--- src/rtl/lcd_spi_arbiter.sv ---
// Two-requester arbiter that frames byte bursts to an SPI LCD serializer under lcd_cs.
// Define LCD_ARB_RR_EN for round-robin arbitration; fixed priority (req0 first) otherwise.
module lcd_spi_arbiter #(
   parameter int unsigned CS_GAP = 2
) (
   input  logic       clk,
   input  logic       rst,
   input  logic       req0_valid,
   input  logic       req0_rs,
   input  logic       req0_last,
   input  logic [7:0] req0_byte,
   output logic       req0_ready,
   input  logic       req1_valid,
   input  logic       req1_rs,
   input  logic       req1_last,
   input  logic [7:0] req1_byte,
   output logic       req1_ready,
   output logic       ser_valid,
   output logic [7:0] ser_byte,
   output logic       ser_rs,
   input  logic       ser_ready,
   input  logic       ser_idle,
   output logic       lcd_cs,
   output logic [1:0] grant,
   output logic       busy
);

   localparam int unsigned GW = (CS_GAP > 0) ? $clog2(CS_GAP + 1) : 1;

   typedef enum logic [2:0] {
      S_IDLE,
      S_SETUP,
      S_XFER,
      S_DRAIN,
      S_GAP
   } state_t;

   state_t          state;
   logic [GW-1:0]   gap_cnt;
   logic            pick1;
   logic            cur_last;

`ifdef LCD_ARB_RR_EN
   logic            rr_ptr;

   // rr_ptr holds the last granted index; a tie goes to the other requester
   assign pick1 = req1_valid && (!req0_valid || !rr_ptr);
`else
   assign pick1 = req1_valid && !req0_valid;
`endif

   always_comb begin
      ser_valid  = 1'b0;
      ser_byte   = '0;
      ser_rs     = 1'b0;
      cur_last   = 1'b0;
      req0_ready = 1'b0;
      req1_ready = 1'b0;
      if (state == S_XFER) begin
         if (grant[1]) begin
            ser_valid  = req1_valid;
            ser_byte   = req1_byte;
            ser_rs     = req1_rs;
            cur_last   = req1_last;
            req1_ready = ser_ready;
         end else begin
            ser_valid  = req0_valid;
            ser_byte   = req0_byte;
            ser_rs     = req0_rs;
            cur_last   = req0_last;
            req0_ready = ser_ready;
         end
      end
   end

   always_ff @(posedge clk or negedge rst) begin
      if (!rst) begin
         state   <= S_IDLE;
         lcd_cs  <= 1'b1;
         grant   <= '0;
         busy    <= 1'b0;
         gap_cnt <= '0;
`ifdef LCD_ARB_RR_EN
         rr_ptr  <= 1'b1;
`endif
      end else begin
         case (state)
            S_IDLE: begin
               if (req0_valid || req1_valid) begin
                  state  <= S_SETUP;
                  lcd_cs <= 1'b0;
                  busy   <= 1'b1;
                  grant  <= pick1 ? 2'b10 : 2'b01;
`ifdef LCD_ARB_RR_EN
                  rr_ptr <= pick1;
`endif
               end
            end
            S_SETUP: state <= S_XFER;
            S_XFER: begin
               if (ser_valid && ser_ready && cur_last)
                  state <= S_DRAIN;
            end
            S_DRAIN: begin
               if (ser_idle) begin
                  lcd_cs <= 1'b1;
                  grant  <= '0;
                  if (CS_GAP > 0) begin
                     state   <= S_GAP;
                     gap_cnt <= GW'(CS_GAP - 1);
                  end else begin
                     state <= S_IDLE;
                     busy  <= 1'b0;
                  end
               end
            end
            S_GAP: begin
               if (gap_cnt == '0) begin
                  state <= S_IDLE;
                  busy  <= 1'b0;
               end else begin
                  gap_cnt <= gap_cnt - 1'b1;
               end
            end
            default: begin
               state  <= S_IDLE;
               lcd_cs <= 1'b1;
               grant  <= '0;
               busy   <= 1'b0;
            end
         endcase
      end
   end

endmodule

--- config.mk ---
export PLATFORM = sky130hd
export DESIGN_NAME = lcd_spi_arbiter
export DESIGN_NICKNAME = d
export VERILOG_FILES = /design/src/rtl/lcd_spi_arbiter.sv
export SDC_FILE = /design/constraint.sdc
export NUM_CORES = 1
export LEC_CHECK = 0
export ABC_CLOCK_PERIOD_IN_PS = 2500
export BUFFER_PORTS_ARGS = -buffer_cell sky130_fd_sc_hd__clkbuf_2
export CAP_MARGIN = 10
export CORE_MARGIN = 2
export CORE_UTILIZATION = 48
export CTS_BUF_LIST = sky130_fd_sc_hd__clkbuf_4
export DETAILED_ROUTE_END_ITERATION = 8
export MAX_ROUTING_LAYER = met4
export PLACE_DENSITY_LB_ADDON = 0.05
export RECOVER_POWER = 50
export SLEW_MARGIN = 15
export SYNTH_ARGS = -nofsm -noshare
export SYNTH_HDL_FRONTEND = slang
export SYNTH_SLANG_ARGS = --single-unit
--- constraint.sdc ---
create_clock -name clk -period 2.5 [get_ports clk]
set_input_delay 0.5 -clock clk [delete_from_list [all_inputs] [get_ports clk]]
set_output_delay 0.5 -clock clk [all_outputs]
set_load 0.01 [all_outputs]
==> reports/results.tsv <==
metric	value	unit
share of post-route cells with drive strength above 1	42.5	%
cell area after layout	922	sq um
minimum clock period	2.19	ns
Setup crit end kind	output pin	
Die H	42.8	um
initial core utilization	49.7	%
CTS tree	done	
TritonCTS Sinks	9	
synthesized area per cell	8.93	sq um
DRT iter0 DRCs	11	
RSZ-0062 raised after global routing	false	
vias in the first global route	638	
Die Area	1830	sq um
Syn Nets	108	
Detailed Place HPWL	1230	um
largest area contributor in the netlist	dfrtp_1	
final slew viol count	0	
top-area cell type share of the netlist area	27.7	%
Synth async-reset ratio	100	%
Buf+Inv Stages, Crit Path	1	
Cell Chain, Critical Path	or3b_1 > nor2_1 > clkbuf_2	
Cell variety after synth	32	
Commonest cells post-synth	mux2i_1, nor2_1, dfrtp_1	
core area	1450	sq um
clk_skew	0.00504	ns
CTS Buffer Depth	2	
PortBufs	41	
slowest CP cell	or3b_1	
FF/Latch Area	226	sq um
number of flops mapped to enable cells by yosys	0	
CP Data Arrival Time	1.69	ns
Setup CP Type	flop to output pin	
CTS resizes	0	
vias	701	
synth top area cells	dfrtp_1, mux2i_1, nor2_1	
synthesized cell area	723	sq um
# fillers	135	
Seq/Total Area, Yosys	31.3	%
worst endpoint required time	2.00	ns
post-route ant nets	0	
GRT Resource Usage Total	19.1	%
top-count cell post-synth	mux2i_1	
Worst-path clk slew	0.06	ns
Critical Path Fanout Max	12	
first-pass GRT wire length	2570	um
Clk Tree Root Cell	clkbuf_4	
area occupied by multi-input gates	429	sq um
placed instance area	903	sq um
total gr overflow	0	
critical path's largest stage delay	0.60	ns
achievable frequency	457	MHz
actual slew at the worst max-slew pin	0.642	ns
largest net degree at the start of global routing	18	
hold-fix buffers at CTS	0	
worst hold slack	0.167	ns
PwrDens	1140	nW/um^2
prevailing post-synth register cell	dfrtp_1	
I/O pins	42	
worst skew pair latency	0.26	ns
Final Hold Violating Endpoints	0	
Fin Setup TNS	0	ns
buffers inserted by post-CTS timing repair	0	
DR vias/cell	5.15	
critical path's top delay family	simple AND/OR/NAND/NOR gates	
Diodes inserted	0	
Num CTS Buffers	3	
initial antenna violation count	0	
area grow syn2layout	27.5	%
WL/cell	11.8	um
MaxCap Viol Count	0	
row count	14	
Die Width	42.8	um
Rel. slew slack	57.2	%
ratio of final minimum period to clock period	87.5	%
Worst IR Drop VDD	0.000650	V
#FFs+latches synth	9	
# setup viols final	0	
Setup crit start kind	flop	
H-tree lvl count	1	
outcome	finished, final reports clean	
warnings from Yosys	0	
LEAKAGE	0.479	nW
worst min path class	primary input to asynchronous set/reset pin	
Routed WL	1600	um
nets	148	
# DRC	0	
Final Core Density	63.4	%
Cells after Synth	81	
Pre-antenna DRT Iters	4	
final weighted congestion in routability-driven placement	0.785	
## final timing paths
| kind | startpoint | end | depth (start not counted) | slack [ns] |
|---|---|---|---|---|
| max in group asynchronous | rst | lcd_cs | 1 | 1.97 |
| worst max register to register | gap_cnt[0] | gap_cnt[1] | 5 | 0.95 |
| worst max-delay path | state[0] | ser_byte[1] | 3 | 0.31 |
| min in group clk | lcd_cs | lcd_cs | 2 | 0.51 |
| worst min-delay path | rst | gap_cnt[1] | 1 | 0.17 |
| worst min register to register | lcd_cs | lcd_cs | 2 | 0.51 |
## area by class of cell
cell class / instances / area share, %
clock buffers: 4 / 3.26
repair buffers: 42 / 22.7
inverters: 2 / 0.814
multi-input cells: 63 / 46.5
flip-flops and latches: 9 / 24.6
well taps: 16 / 2.17
## cell usage in the layout, fill, tap and decap left out, drive strengths merged, types with 2 or more instances in the layout
| cell type | count |
|---|---|
| and3b | 2 |
| mux2i | 11 |
| dfrtp | 8 |
| clkbuf | 45 |
| a21oi | 6 |
| nor2 | 14 |
| nand2 | 5 |
| and3 | 2 |
| o21ai | 5 |
| nor3 | 2 |
| inv | 2 |
## power breakdown
part	internal, W	leakage (nW)	switching, W
Clock	0.0000724	0.0184	0.0000515
Combinational	0.000290	0.355	0.000309
Sequential	0.000217	0.107	0.000116
Total	0.000579	0.479	0.000476
## cell families after synthesis
| logic type | count (synthesis) | share of synthesized area (%) |
|---|---|---|
| fa+ha+maj | 1 | 1.73 |
| compound gates | 18 | 15.2 |
| buf+inv | 9 | 8.30 |
| mux | 12 | 17.3 |
| flops | 9 | 31.3 |
| simple gates | 32 | 26.1 |
## worst reg2reg max path, stage by stage (launching register included)
cell and delay (ns):
dfrtp_1 0.38, inv_1 0.06, ha_1 0.20, nor3_1 0.41
mux2i_1 0.14, mux2_4 0.27
## state kept, by name, indices dropped and copies added, names as in the netlist
name	cells
busy	1
grant	2
lcd_cs	1
state	3
gap_cnt	2
## metal layers
layer | up-vias | GRT usage (%) | share of wire, %
met4 | 0 | 5.00 | 0.56
met1 | 322 | 21.5 | 42
met3 | 2 | 7.66 | 4.2
met5 | - | - | 0
li1 | 365 | - | -
met2 | 12 | 31.5 | 53
## per-stage QoR
step / instances / worst slack [ns] / total power (W)
finish: 136 / 0.313 / 0.00106
global route: 136 / 0.140 / 0.00115
CTS: 136 / 0.290 / 0.00108
detailed placement: 132 / 0.583 / 0.000954
global placement: 132 / 0.601 / 0.000937
floorplan: 81 / 0.842 / 0.000818
Note: power is estimated with default switching activity, not from simulation.
